File: src/rtl/ev22_exec_unit.sv
// ev22_exec_unit: execution stage feeding the register bank write port.
// Single-cycle ADD/SUB/logic/MOV; multi-cycle shifts (1 bit/cycle) and
// shift-add MUL, sequenced by a start/busy/done handshake.
// Ports: clk, nreset (sync, active low), start, op, Data_A, Data_B, dest
// in; busy, done, illegal, Data_C, Sel_C, flag_z/n/c/v out.
module ev22_exec_unit #(
    parameter int WIDTH       = 16,
    parameter int SEL_W       = 6,
    parameter int SCRATCH_SEL = 34
) (
    input  logic             clk,
    input  logic             nreset,
    input  logic             start,
    input  logic [3:0]       op,
    input  logic [WIDTH-1:0] Data_A,
    input  logic [WIDTH-1:0] Data_B,
    input  logic [SEL_W-1:0] dest,
    output logic             busy,
    output logic             done,
    output logic             illegal,
    output logic [WIDTH-1:0] Data_C,
    output logic [SEL_W-1:0] Sel_C,
    output logic             flag_z,
    output logic             flag_n,
    output logic             flag_c,
    output logic             flag_v
);
    localparam int CW = $clog2(WIDTH) + 1;
    localparam logic [SEL_W-1:0] SCR = SEL_W'(SCRATCH_SEL);

    localparam logic [3:0] OP_ADD = 4'd0;
    localparam logic [3:0] OP_SUB = 4'd1;
    localparam logic [3:0] OP_AND = 4'd2;
    localparam logic [3:0] OP_OR  = 4'd3;
    localparam logic [3:0] OP_XOR = 4'd4;
    localparam logic [3:0] OP_NOT = 4'd5;
    localparam logic [3:0] OP_MOV = 4'd6;
    localparam logic [3:0] OP_SHL = 4'd7;
    localparam logic [3:0] OP_SHR = 4'd8;
    localparam logic [3:0] OP_SAR = 4'd9;
    localparam logic [3:0] OP_MUL = 4'd10;

    typedef enum logic [1:0] {S_IDLE, S_RUN, S_DONE} state_t;

    state_t               state_q, state_d;
    logic [3:0]           op_q, op_d;
    logic [SEL_W-1:0]     dest_q, dest_d;
    // Shift working register, or multiplicand (widened) during MUL.
    logic [2*WIDTH-1:0]   wrk_q, wrk_d;
    logic [WIDTH-1:0]     mlt_q, mlt_d;
    logic [2*WIDTH-1:0]   acc_q, acc_d;
    logic [CW-1:0]        cnt_q, cnt_d;
    logic                 ill_q, ill_d;
    logic [WIDTH-1:0]     data_c_q, data_c_d;
    logic                 z_q, z_d, n_q, n_d, c_q, c_d, v_q, v_d;

    logic [WIDTH:0]       sum, diff;
    logic [WIDTH-1:0]     sh_w;
    logic                 sh_c;
    logic [2*WIDTH-1:0]   mac;
    logic                 fin, fin_c, fin_v, fin_ill;
    logic [WIDTH-1:0]     fin_r;

    // One shift iteration on the low half of the working register.
    always_comb begin
        sh_w = wrk_q[WIDTH-1:0];
        sh_c = 1'b0;
        unique case (op_q)
            OP_SHL: begin
                sh_w = {wrk_q[WIDTH-2:0], 1'b0};
                sh_c = wrk_q[WIDTH-1];
            end
            OP_SHR: begin
                sh_w = {1'b0, wrk_q[WIDTH-1:1]};
                sh_c = wrk_q[0];
            end
            OP_SAR: begin
                sh_w = {wrk_q[WIDTH-1], wrk_q[WIDTH-1:1]};
                sh_c = wrk_q[0];
            end
            default: ;
        endcase
    end

    always_comb begin
        state_d  = state_q;
        op_d     = op_q;
        dest_d   = dest_q;
        wrk_d    = wrk_q;
        mlt_d    = mlt_q;
        acc_d    = acc_q;
        cnt_d    = cnt_q;
        ill_d    = ill_q;
        data_c_d = data_c_q;
        z_d      = z_q;
        n_d      = n_q;
        c_d      = c_q;
        v_d      = v_q;
        fin      = 1'b0;
        fin_r    = '0;
        fin_c    = 1'b0;
        fin_v    = 1'b0;
        fin_ill  = 1'b0;
        sum      = {1'b0, Data_A} + {1'b0, Data_B};
        diff     = {1'b0, Data_A} - {1'b0, Data_B};
        mac      = acc_q + (mlt_q[0] ? wrk_q : '0);

        unique case (state_q)
            S_IDLE: begin
                if (start) begin
                    op_d   = op;
                    dest_d = dest;
                    wrk_d  = {{WIDTH{1'b0}}, Data_A};
                    mlt_d  = Data_B;
                    acc_d  = '0;
                    unique case (op)
                        OP_ADD: begin
                            fin   = 1'b1;
                            fin_r = sum[WIDTH-1:0];
                            fin_c = sum[WIDTH];
                            fin_v = (Data_A[WIDTH-1] == Data_B[WIDTH-1]) &&
                                    (sum[WIDTH-1] != Data_A[WIDTH-1]);
                        end
                        OP_SUB: begin
                            fin   = 1'b1;
                            fin_r = diff[WIDTH-1:0];
                            fin_c = diff[WIDTH];
                            fin_v = (Data_A[WIDTH-1] != Data_B[WIDTH-1]) &&
                                    (diff[WIDTH-1] != Data_A[WIDTH-1]);
                        end
                        OP_AND: begin fin = 1'b1; fin_r = Data_A & Data_B; end
                        OP_OR:  begin fin = 1'b1; fin_r = Data_A | Data_B; end
                        OP_XOR: begin fin = 1'b1; fin_r = Data_A ^ Data_B; end
                        OP_NOT: begin fin = 1'b1; fin_r = ~Data_A; end
                        OP_MOV: begin fin = 1'b1; fin_r = Data_B; end
                        OP_SHL, OP_SHR, OP_SAR: begin
                            if (Data_B[3:0] == 4'd0) begin
                                fin   = 1'b1;
                                fin_r = Data_A;
                            end else begin
                                cnt_d   = CW'(Data_B[3:0]);
                                state_d = S_RUN;
                            end
                        end
                        OP_MUL: begin
                            cnt_d   = CW'(WIDTH);
                            state_d = S_RUN;
                        end
                        default: begin
                            fin     = 1'b1;
                            fin_ill = 1'b1;
                        end
                    endcase
                end
            end
            S_RUN: begin
                cnt_d = cnt_q - 1'b1;
                if (op_q == OP_MUL) begin
                    acc_d = mac;
                    wrk_d = wrk_q << 1;
                    mlt_d = mlt_q >> 1;
                    if (cnt_q == CW'(1)) begin
                        fin   = 1'b1;
                        fin_r = mac[WIDTH-1:0];
                        fin_c = |mac[2*WIDTH-1:WIDTH];
                    end
                end else begin
                    wrk_d = {{WIDTH{1'b0}}, sh_w};
                    if (cnt_q == CW'(1)) begin
                        fin   = 1'b1;
                        fin_r = sh_w;
                        fin_c = sh_c;
                    end
                end
            end
            S_DONE: begin
                state_d = S_IDLE;
                ill_d   = 1'b0;
            end
            default: state_d = S_IDLE;
        endcase

        // Result and flags are registered as DONE is entered so they are
        // valid throughout the done cycle; illegal ops leave flags alone.
        if (fin) begin
            state_d = S_DONE;
            ill_d   = fin_ill;
            if (fin_ill) begin
                data_c_d = '0;
            end else begin
                data_c_d = fin_r;
                z_d      = (fin_r == '0);
                n_d      = fin_r[WIDTH-1];
                c_d      = fin_c;
                v_d      = fin_v;
            end
        end
    end

    always_ff @(posedge clk) begin
        if (!nreset) begin
            state_q  <= S_IDLE;
            op_q     <= '0;
            dest_q   <= '0;
            wrk_q    <= '0;
            mlt_q    <= '0;
            acc_q    <= '0;
            cnt_q    <= '0;
            ill_q    <= 1'b0;
            data_c_q <= '0;
            z_q      <= 1'b0;
            n_q      <= 1'b0;
            c_q      <= 1'b0;
            v_q      <= 1'b0;
        end else begin
            state_q  <= state_d;
            op_q     <= op_d;
            dest_q   <= dest_d;
            wrk_q    <= wrk_d;
            mlt_q    <= mlt_d;
            acc_q    <= acc_d;
            cnt_q    <= cnt_d;
            ill_q    <= ill_d;
            data_c_q <= data_c_d;
            z_q      <= z_d;
            n_q      <= n_d;
            c_q      <= c_d;
            v_q      <= v_d;
        end
    end

    assign busy    = (state_q != S_IDLE);
    assign done    = (state_q == S_DONE);
    assign illegal = done & ill_q;
    assign Sel_C   = (done && !ill_q) ? dest_q : SCR;
    assign Data_C  = data_c_q;
    assign flag_z  = z_q;
    assign flag_n  = n_q;
    assign flag_c  = c_q;
    assign flag_v  = v_q;
endmodule

File: config.mk
export PLATFORM = sky130hd
export DESIGN_NAME = ev22_exec_unit
export DESIGN_NICKNAME = d
export VERILOG_FILES = /design/src/rtl/ev22_exec_unit.sv
export SDC_FILE = /design/constraint.sdc
export NUM_CORES = 1
export LEC_CHECK = 0
export ABC_AREA = 1
export BUFFER_PORTS_ARGS = -buffer_cell sky130_fd_sc_hd__buf_2
export CORE_MARGIN = 3
export CORE_UTILIZATION = 48
export CTS_BUF_LIST = sky130_fd_sc_hd__clkbuf_4 sky130_fd_sc_hd__clkbuf_8 sky130_fd_sc_hd__clkbuf_16
export CTS_CLUSTER_SIZE = 20
export DETAILED_ROUTE_END_ITERATION = 8
export GPL_ROUTABILITY_DRIVEN = 1
export PLACE_DENSITY = 0.66
export SLEW_MARGIN = 20
export SYNTH_ARGS = -nofsm -noshare
export SYNTH_HDL_FRONTEND = slang
export SYNTH_SLANG_ARGS = --single-unit
File: constraint.sdc
create_clock -name clk -period 2.98 [get_ports clk]
set_clock_uncertainty 0.05 [all_clocks]
set_input_delay 0.149 -clock clk [delete_from_list [all_inputs] [get_ports clk]]
set_output_delay 0.149 -clock clk [all_outputs]
set_load 0.005 [all_outputs]
# Yosys cells after proc, flatten, opt, wreduce, memory -nomap -nowiden
# Index checks and enable logic that the tools add are counted.
[totals]
reg_bits = 118
latchBits = 0
mem_bits_rw = 0
mem_bits_ro = 0
in_bits = 45
out_inout_bits = 29
elab_cells = 127
memories = 0
[op_classes]
n_addsub = 4
n_mul = 0
div = 0
order_cmp = 0
n_eq_ne = 29
shifts = 0
muxes = 49
bitwise = 8
reduce_logical = 23
[ops]
columns = ["op", "n"]
rows = [
  ["2-to-1 mux 32 bit", 5],
  ["2-to-1 mux 16 bit", 8],
  ["one-hot mux 16 bit (8 select lines)", 1],
  ["one-hot mux 32 bit (2 select lines)", 2],
  ["one-hot mux 16 bit (2 select lines)", 2],
  ["one-hot mux 16 bit (3 select lines)", 1],
  ["adder 32 bit", 1],
  ["== test 4 bit (second input constant)", 6],
  ["== test 4 x 3 -> 1 bit (second input constant)", 5],
  ["one-hot mux 5 bit (2 select lines)", 2],
  ["adder 16 x 16 -> 17 bit", 1],
  ["subtractor 16 x 16 -> 17 bit", 1],
  ["AND 16 bit", 1],
  ["logical NOT 16 bit", 1],
  ["NOT 16 bit", 1],
  ["bitwise OR 16 bit", 1],
  ["OR reduction 16 bit", 1],
  ["XOR 16 bit", 1],
  ["2-to-1 mux 1 bit", 14],
  ["one-hot mux 1 bit (2 select lines)", 6],
  ["AND reduction 4 bit", 3],
  ["OR reduction 11 bit", 1],
  ["2-to-1 mux 5 bit", 2],
  ["== test 4 x 2 -> 1 bit (second input constant)", 2],
  ["26 further kinds", 44],
]

# Longest topological paths before layout
# Gate-level depths: netlist of run 1.
[logic_depth]
depth_word = 7
depth_mapped = 23

# Worst setup path after synthesis of run 1
# OpenSTA, ideal clock, no wires.
[synth_timing]
kind = "reg2reg"
from = "register mlt_q[0]"
to = "register c_q (netlist: flag_c)"
arrival_time_ns = 2.557
required_time_ns = 2.798
path_slack_ns = 0.241
path_stages_with_launch = 24
n_path_buf = 2
cell_sequence = "dfxtp_1 -> clkbuf_1 -> clkbuf_1 -> nand2_1 -> inv_1 -> ha_1 -> inv_1 -> fa_1 -> inv_1 -> nand2_1 -> nand2_1 -> nand3_1 -> nand2_1 -> nand2_1 -> nand2_1 -> nand3_1 -> nand2_1 -> nand2_1 -> nand2_1 -> nand3_1 -> nor2_1 -> nand2_1 -> nand2_1 -> a21oi_1"
[synth_between]
elab_chain_len = 6
[synth_lines]
columns = ["element", "line_no", "rtl"]
rows = [
  ["start, declared", "50", "logic [WIDTH-1:0] mlt_q, mlt_d;"],
  ["start signal, assigned", "220", "mlt_q <= mlt_d;"],
  ["2-to-1 mux 32 bit", "106", "mac = acc_q + (mlt_q[0] ? wrk_q : '0);"],
  ["adder 32 bit", "106", ""],
  ["OR reduction 16 bit", "165", "fin_c = |mac[2*WIDTH-1:WIDTH];"],
  ["2-to-1 mux 1 bit", "162", "if (cnt_q == CW'(1)) begin"],
  ["2-to-1 mux 1 bit", "158", "if (op_q == OP_MUL) begin"],
  ["one-hot mux 1 bit (2 select lines)", "108", "unique case (state_q)"],
  ["end signal, assigned", "213", "c_q <= 1'b0;"],
  ["end signal, assigned", "227", "c_q <= c_d;"],
  ["end, declared", "55", "logic z_q, z_d, n_q, n_d, c_q, c_d, v_q, v_d;"],
]
# Every way passes these cells.
# A chain may end at the register's enable or synchronous reset.

# Worst setup path in the final report of run 1
[layout_timing]
from = "input port Data_B[11]"
to = "register z_q (netlist: flag_z)"
[layout_between]
elab_chain_len = 5
[layout_lines]
columns = ["element", "line_no", "rtl"]
rows = [
  ["start, declared", "16", "input logic [WIDTH-1:0] Data_B,"],
  ["subtractor 16 x 16 -> 17 bit, or another cell as far along", "105", "diff = {1'b0, Data_A} - {1'b0, Data_B};"],
  ["one-hot mux 16 bit (8 select lines) *", "116", "unique case (op)"],
  ["2-to-1 mux 16 bit *", "110", "if (start) begin"],
  ["one-hot mux 16 bit (2 select lines) *", "108", ""],
  ["logical NOT 16 bit *", "192", "z_d = (fin_r == '0);"],
  ["end signal, assigned", "225", "z_q <= z_d;"],
  ["end, declared", "55", ""],
]
# Every way passes the cells marked *; elsewhere a longest branch is shown, timed or not.

==> results of run 1 <==
## synth_stat cells, types with 2 or more instances
| library cell | number |
|---|---|
| o211a_1 | 2 |
| o31ai_1 | 2 |
| nor3_1 | 15 |
| o21ai_2 | 3 |
| nand2_1 | 592 |
| o22ai_1 | 29 |
| or2_2 | 8 |
| nand2_2 | 6 |
| fa_1 | 3 |
| o211ai_1 | 5 |
| a21oi_1 | 140 |
| o21ai_1 | 18 |
| nand3_1 | 159 |
| xor2_1 | 8 |
| nand3b_1 | 7 |
| a22oi_1 | 3 |
| o221a_2 | 15 |
| xnor2_1 | 3 |
| inv_2 | 14 |
| dfxtp_1 | 118 |
| a31oi_1 | 18 |
| o2111ai_1 | 4 |
| and2_1 | 4 |
| nand4_1 | 23 |
| nor2_2 | 3 |
| or2_0 | 3 |
| ha_1 | 85 |
| o21ai_0 | 56 |
| clkbuf_1 | 35 |
| a21oi_2 | 3 |
| o221ai_1 | 16 |
| nor2_4 | 2 |
| inv_1 | 283 |
| nor2_1 | 180 |
| a211oi_1 | 2 |
| buf_2 | 31 |
| o21bai_1 | 7 |
## sequential cells by signal, indices dropped and copies added (netlist names)
signal and flops:
Data_C 16, acc_q 32, flag_c 1, ill_q 1, op_q 4, state_q 2
wrk_q 32, flag_v 1, flag_n 1, cnt_q 5, dest_q 6, mlt_q 16
flag_z 1
## per-stage QoR
| step | setup slack (ns) | cells |
|---|---|---|
| floorplan | 0.2413 | 1914 |
| global placement | 0.1174 | 2245 |
| detailed placement | 0.09958 | 2245 |
| CTS | 0.09193 | 2288 |
| global route | 0.004386 | 2289 |
| finish | 0.2191 | 2289 |
## how the worst max path moves through the flow
stage	from	endpoint	slack [ns]	cells after the start
floorplan	mlt_q[0]$_SDFFE_PN0P_	flag_c$_SDFFE_PN0P_	0.24	23
global placement	mlt_q[0]$_SDFFE_PN0P_	flag_c$_SDFFE_PN0P_	0.12	19
detailed placement	mlt_q[0]$_SDFFE_PN0P_	flag_c$_SDFFE_PN0P_	0.1	19
CTS	mlt_q[0]$_SDFFE_PN0P_	flag_z$_SDFFE_PN0P_	0.09	18
global route	Data_B[11]	flag_z$_SDFFE_PN0P_	0.004	16
finish	Data_B[11]	flag_z$_SDFFE_PN0P_	0.22	16
## report_power, final
| part | internal [W] | switching [W] | total, W |
|---|---|---|---|
| logic | 0.000387 | 0.000799 | 0.00119 |
| registers | 0.00166 | 0.0000611 | 0.00172 |
| clock network | 0.00118 | 0.000855 | 0.00204 |
| total | 0.00323 | 0.00172 | 0.00494 |
## repair_timing
action / 4_1_cts / 5_1_grt
setup endpoints to repair: 0 / 3
gates resized for setup: 0 / 14
setup buffers: 0 / 1
hold buffers: 11 / 0
endpoints found under the hold margin: 11 / 0
## routing by layer
layer / part of all wire, % / wire length (µm) / GRT usage [%]
met5: 0 / 0 / 0
met4: 5.2 / 2127 / 15.85
met3: 5.8 / 2359 / 4.512
met2: 47 / 18980 / 54.46
met1: 42 / 17130 / 40.58
## cell families (layout without fill, tap and decap cells)
family,Yosys count,count (layout),synth area share [%]
AOI/OAI and AO/OA,327,327,17.74
xor gates and xnor gates,11,11,0.8653
adders and majority gates,88,88,10.09
buffers and inverters,366,456,12.72
DFF,118,118,21.22
and+or+nand+nor,1004,1004,37.36
## area by class of cell
cell class / count / area, µm² / share of cell area (%)
clock inverter: 14 / 141.4 / 1.119
sequential: 118 / 2364 / 18.71
timing repair buffer: 126 / 815.8 / 6.458
tap: 285 / 356.6 / 2.823
inverter: 298 / 1119 / 8.855
clock buffer: 18 / 432.9 / 3.427
multi-input combinational: 1430 / 7403 / 58.61
## tightest hold or removal path, stage by stage
cell,delay (ns)
buf_2,0.15
nand2_1,0.08
a31oi_1,0.07
==> qor.yml, run 1 <==
status: "completed"
yosysTopAreaCell: "dfxtp_1"
io_pins: 74
syn_area_per_cell_um2: 5.817
hp-start: "Data_B[8]"
required_ns: 3.28
synth.distinct_cells: 46
ir_drop_uv: 246.3
min_period_ns: 2.761
final-hold-violation-count: 0
min_to: "mlt_q[8]$_SDFFE_PN0P_"
worstSetupStartpointType: "primary input"
power.density_nw_per_um2: 391.4
synth_cells: 1914
crit_type: "primary input to flop"
cts_buffers: 17
synth_area_leaders: "dfxtp_1 21%, nand2_1 20%, ha_1 9.6%"
rsz0062_at_grt: "no"
fillers: 2434
grt_pass1_wl_um: 63130
crit_path_end_kind: "flop"
cts_sinks: 118
io_buffers: 73
yosysTopAreaCellShare_pct: 21.22
fmax_mhz: 362.2
clockRootBuffer: "clkbuf_16"
grt-ovfl-total: 0
area_growth_pct: 13.45
ant_nets: 0
ys_ff_latch: 118
initial_core_util_pct: 49.03
dieWidth_um: 158.3
yosysSeqAreaShare_pct: 21.22
tns_ns: 0
holdWs_ns: 0.01130
synth_nets: 2047
place_congestion: 0.9815
r2r_start: "mlt_q[0]$_SDFFE_PN0P_"
wire_per_inst_um: 17.73
wirelength_um: 40600
layout-drive-gt1-share_pct: 10.93
layout_commonest_cell: "nand2_1"
vias: 12635
via_per_inst: 5.520
cts.path.max_buffers: 2
crit_family: "buffers and inverters"
final.period_utilization_pct: 92.65
worstHoldPathType: "primary input to flop"
die-area_um2: 25060
drc_errors: 0
finalPower_w: 0.004944
die_h_um: 158.3
grt_usage_pct: 32.32
dr.pass1.iters: 7
clock_latency_ns: 0.42
final_cell_mix: "590 x nand2_1, 283 x inv_1, 175 x nor2_1, 158 x nand3_1, 136 x a21oi_1"
first_global_vias: 11768
yosysWarnings: 0
finalSetupViolCount: 0
rrSetupSlack_ns: 0.23
slew_headroom_pct: 50.96
synth_edf_count: 0
hpwl_um: 32080
grt_max_degree: 51
core_um2: 22710
htreeDepth: 4
cts_tree: "built"
maxSlewViolCount: 0
final_nets: 2124
worstMarginPinSlew_ns: 0.7346
worstPathCellList: "dlygate4sd3_1 -> buf_2 -> inv_1 -> ha_1 -> inv_1 -> nand2_1 -> o21ai_0 -> a21oi_1 -> nand3_1 -> nand3_1 -> nand3_1 -> a21oi_2 -> nand2_1 -> nor2_1 -> nand3_1 -> nor2_1"
slowest_delay_ns: 0.52
total_leakage_power_nw: 6.531
path_buf_inv: 4
crit_slowest_cell: "dlygate4sd3_1"
first_iter_violations: 1168
ff2ff_path_depth: 17
drv_cap: 0
postPlaceCellArea_um2: 11890
synth_ff_type: "dfxtp_1"
antenna_found_initial: 0
crit_path_frequent_cell: "nand3_1"
antenna_cells: 0
num_rows: 55
postLayoutCellArea_um2: 12630
crit_arrival_ns: 3.06
async_reset_ff_share_pct: 0
fin_util_pct: 55.63
path_max_fanout: 8
synth_area_um2: 11130
r2r-end: "flag_c$_SDFFE_PN0P_"
cts.clk_slew.worst_paths_ns: 0.07
hold_depth: 3
No activity file was read; power rests on OpenSTA's default activity.
==> run 2, diff against run 1 <==
Settings changed: CTS_BUF_LIST sky130_fd_sc_hd__clkbuf_4 sky130_fd_sc_hd__clkbuf_8 sky130_fd_sc_hd__clkbuf_16 to not set.
==> run 2 against run 1 <==
Non-clock buffer count stayed put. Power is 0.12% lower. Count of clock-buffer cells in the layout stayed put. Global-route usage stayed put. Cell area hardly changed. Setup slack better by 0.0031 ns. First-iteration DRC count is 0.26% lower. Final cell count stayed put. Routed wire length hardly changed. Sequential share of layout area hardly changed. Critical path depth stayed put. Flip-flop and latch count stayed put. Critical path type unchanged. Largest power group unchanged.
==> qor.yml, run 2 (synthesis gave the netlist of run 1 again) <==
htreeDepth: 4
first_global_vias: 11768
ant_nets: 0
r2r_start: "mlt_q[0]$_SDFFE_PN0P_"
worstHoldPathType: "primary input to flop"
cts_buffers: 17
layout-drive-gt1-share_pct: 10.88
crit_arrival_ns: 3.06
clock_latency_ns: 0.43
layout_commonest_cell: "nand2_1"
grt_usage_pct: 32.32
total_leakage_power_nw: 6.528
io_buffers: 73
area_growth_pct: 13.42
grt_max_degree: 51
dr.pass1.iters: 5
critPathLaunch: "Data_B[11]"
antenna_cells: 0
die-area_um2: 25060
initial_core_util_pct: 49.03
wire_per_inst_um: 17.74
required_ns: 3.29
cp-endpoint: "flag_z$_SDFFE_PN0P_"
power.density_nw_per_um2: 391.1
slew_headroom_pct: 51.01
place_congestion: 0.9815
worstSetupStartpointType: "primary input"
vias: 12650
hpwl_um: 32080
rrSetupSlack_ns: 0.24
finalSetupViolCount: 0
first_iter_violations: 1165
status: "completed"
clockRootBuffer: "clkbuf_16"
maxSlewViolCount: 0
largestRegisters: "acc_q x32, wrk_q x32"
dieWidth_um: 158.3
cts.path.max_buffers: 2
fmax_mhz: 362.6
via_per_inst: 5.526
grt-ovfl-total: 0
worstMarginPinSlew_ns: 0.7338
grt_pass1_wl_um: 63130
tns_ns: 0
wirelength_um: 40600
core_um2: 22710
r2r-end: "flag_z$_SDFFE_PN0P_"
hold_depth: 3
die_h_um: 158.3
min_period_ns: 2.758
ff2ff_path_depth: 17
final.period_utilization_pct: 92.54
drv_cap: 0
cts_sinks: 118
cts.clk_slew.worst_paths_ns: 0.07
num_rows: 55
fin_util_pct: 55.61
final-hold-violation-count: 0
antenna_found_initial: 0
path_max_fanout: 8
final_nets: 2124
drc_errors: 0
final_cell_mix: "590 x nand2_1, 283 x inv_1, 175 x nor2_1, 158 x nand3_1, 136 x a21oi_1"
cts_tree: "built"
crit_type: "primary input to flop"
io_pins: 74
rsz0062_at_grt: "no"
ir_drop_uv: 248.7
crit_path_end_kind: "flop"
run 2: cell counts in the layout (fill, tap and decap cells not counted):
No cell type changed its count.
run 2: worst min-delay path by stage:
stage | from | end | slack (ns)
final | Data_B[8] | mlt_q[8]$_SDFFE_PN0P_ | 0.009
after global routing | Data_B[8] | mlt_q[8]$_SDFFE_PN0P_ | 0.01
after CTS | Data_B[15] | mlt_q[15]$_SDFFE_PN0P_ | 0.008
after detailed placement | dest[5] | dest_q[5]$_SDFFE_PN0P_ | 0.36
after global placement | dest[5] | dest_q[5]$_SDFFE_PN0P_ | 0.35
after floorplan | Data_B[15] | mlt_q[15]$_SDFFE_PN0P_ | 0.25
run 2: repair_timing:
item / 4_1_cts / 5_1_grt
hold buffers: 11 / 0
hold endpoints to repair: 11 / 0
setup endpoints to repair: 0 / 3
gates resized for setup: 0 / 14
setup buffers: 0 / 1
run 2: layout make-up:
cell class,instances,area [µm²]
repair buffers,126,815.8
well taps,285,356.6
clock buffers,18,429.2
fillers,2435,10080
multi-input cells,1430,7403
flip-flops and latches,118,2364
inverters,298,1119
clock inverters,14,141.4
run 2: worst max-delay path, stage by stage:
cell and delay, ns:
dlygate4sd3_1 0.52, buf_2 0.16, inv_1 0.07, ha_1 0.50
inv_1 0.21, nand2_1 0.20, o21ai_0 0.13, a21oi_1 0.19
nand3_1 0.09, nand3_1 0.10, nand3_1 0.13, a21oi_2 0.27
nand2_1 0.10, nor2_1 0.10, nand3_1 0.07, nor2_1 0.08
run 2: stage by stage:
step,power (W),instance area (µm²),std cells,hold WS [ns],setup WS (ns)
global route,0.005181,12630,2289,0.009917,0.004386
floorplan,0.002513,11130,1914,0.2480,0.2413
detailed placement,0.002900,11890,2245,0.3622,0.09958
finish,0.004939,12630,2289,0.008520,0.2222
global placement,0.002895,11890,2245,0.3500,0.1174
CTS,0.004944,12570,2288,0.008330,0.09193
run 2: metal layers:
layer	GRT usage (%)	wire length [µm]	up-vias
met1	40.58	17130	5778
met5	0	0	-
li1	-	-	6346
met4	15.85	2110	0
met2	54.46	19020	429
met3	4.512	2348	97
run 2: power by group:
group | internal, W | switching (W)
logic | 0.000387 | 0.000799
clock network | 0.00117 | 0.000859
registers | 0.00166 | 0.0000612
==> run 3, diff against run 2 <==
Settings changed: PLACE_DENSITY 0.66 to 0.76.
==> run 3 against run 2 <==
Final cell count down 0.13%. Count of clock-buffer cells in the layout shrank 1. Clock power decreased by 3%. Non-clock buffer count down 4. Highest routed layer is now met5.
==> qor.yml, run 3 (synthesis gave the netlist of run 1 again) <==
status: "completed"
grt-ovfl-total: 0
wirelength_um: 39610
first_global_vias: 12123
die-area_um2: 25060
min_period_ns: 2.811
slew_headroom_pct: 49.74
io_pins: 74
dieWidth_um: 158.3
ff2ff_path_depth: 19
grt_max_degree: 51
finalPower_w: 0.004855
final-hold-violation-count: 0
worstMarginPinSlew_ns: 0.7539
layout_commonest_cell: "nand2_1"
postLayoutCellArea_um2: 12530
htreeDepth: 4
initial_core_util_pct: 49.03
worstHoldPathType: "primary input to flop"
setup_slack_ns: 0.1686
clock_latency_ns: 0.43
drv_cap: 0
rrSetupSlack_ns: 0.17
clockRootBuffer: "clkbuf_16"
first_iter_violations: 997
grt_pass1_wl_um: 62890
cts.path.max_buffers: 2
cts_buffers: 17
total_leakage_power_nw: 6.480
ir_drop_uv: 274.9
finalSetupViolCount: 0
final.period_utilization_pct: 94.34
layout-drive-gt1-share_pct: 10.45
hpwl_um: 30900
via_per_inst: 5.680
ant_nets: 0
cts_sinks: 118
cts_tree: "built"
largestRegisters: "acc_q x32, wrk_q x32"
die_h_um: 158.3
antenna_found_initial: 2
grt_usage_pct: 31.79
drc_errors: 0
power.density_nw_per_um2: 387.3
worstSetupStartpointType: "flop"
path_max_fanout: 32
rsz0062_at_grt: "no"
crit_type: "flop to flop"
required_ns: 3.21
post-place-ws_ns: 0.02981
core_um2: 22710
r2r_start: "mlt_q[0]$_SDFFE_PN0P_"
area_growth_pct: 12.57
wire_per_inst_um: 17.33
crit_arrival_ns: 3.04
io_buffers: 73
fmax_mhz: 355.7
final_nets: 2120
postPlaceCellArea_um2: 11850
critPathLaunch: "mlt_q[0]$_SDFFE_PN0P_"
r2r-end: "flag_c$_SDFFE_PN0P_"
crit_path_end_kind: "flop"
final_cell_mix: "590 x nand2_1, 282 x inv_1, 177 x nor2_1, 159 x nand3_1, 140 x a21oi_1"
place_congestion: 1.047
num_rows: 55
cts.clk_slew.worst_paths_ns: 0.07
vias: 12985
dr.pass1.iters: 6
fin_util_pct: 55.20
cp-endpoint: "flag_c$_SDFFE_PN0P_"
maxSlewViolCount: 0
tns_ns: 0
## run 3: cell types whose count changed in the layout (fill, tap and decap cells not counted), moves of 2 or more
cell | before | now
a21oi_1 | 136 | 140
a21oi_2 | 7 | 3
buf_4 | 40 | 37
clkinv_2 | 1 | 3
clkinv_4 | 4 | 2
ha_1 | 85 | 83
ha_2 | 0 | 2
inv_6 | 6 | 8
nor2_1 | 175 | 177
nor2_2 | 7 | 5
## run 3: repair_timing
item                                    4_1_cts  5_1_grt
endpoints found under the setup margin        0        2
hold buffers                                 11        0
resized for setup                             0        7
hold endpoints to repair                     11        0
setup buffers                                 0        1
## run 3: layout make-up
cell class	count	area, µm²
Fill cell	2326	10170
Multi-Input combinational cell	1430	7378
Timing Repair Buffer	122	773.2
Clock buffer	17	425.4
Inverter	298	1119
Sequential cell	118	2362
Tap cell	285	356.6
Clock inverter	15	117.6
Antenna cell	1	2.502
## run 3: power by group
part | total [W] | leakage, nW | internal (W) | switching, W
Combinational | 0.00117 | 5.25 | 0.000379 | 0.000792
Clock | 0.00196 | 0.266 | 0.00108 | 0.000881
Sequential | 0.00172 | 0.963 | 0.00166 | 0.0000597
## run 3: through the flow
step,cells,hold slack [ns]
final,2286,0.01688
after global routing,2285,0.02469
after CTS,2284,0.006932
after detailed placement,2241,0.3658
after global placement,2241,0.3486
after floorplan,1914,0.2480
## run 3: per-layer routing
layer	up-vias	track usage, %	wire, µm
li1	6340	-	-
met1	5915	40.13	16210
met2	605	51.72	18140
met3	123	5.328	3113
met4	2	17.45	2132
met5	-	0	13
## run 3: how the worst min path moves through the flow
stage / startpoint / cells past startpoint / end
5_1_grt: Data_B[10] / 3 / mlt_q[10]$_SDFFE_PN0P_
6_report: Data_B[10] / 3 / mlt_q[10]$_SDFFE_PN0P_
4_1_cts: Data_B[10] / 3 / mlt_q[10]$_SDFFE_PN0P_
3_3_place_gp: dest[5] / 3 / dest_q[5]$_SDFFE_PN0P_
2_1_floorplan: Data_B[15] / 2 / mlt_q[15]$_SDFFE_PN0P_
3_5_place_dp: dest[1] / 3 / dest_q[1]$_SDFFE_PN0P_
## run 3: critical path, cell delays in order (launching register included)
cell,delay [ns]
dfxtp_1,0.33
buf_12,0.18
nand2_1,0.09
inv_1,0.06
ha_1,0.36
nand2_1,0.14
nor2_1,0.16
inv_1,0.12
nor2_4,0.16
nand3_1,0.18
nand3_1,0.13
nand2_1,0.07
nand2_1,0.07
nand2_1,0.05
nor2_1,0.10
nand3_1,0.11
nor2_1,0.11
nand2_1,0.08
nand2_1,0.06
a21oi_1,0.05
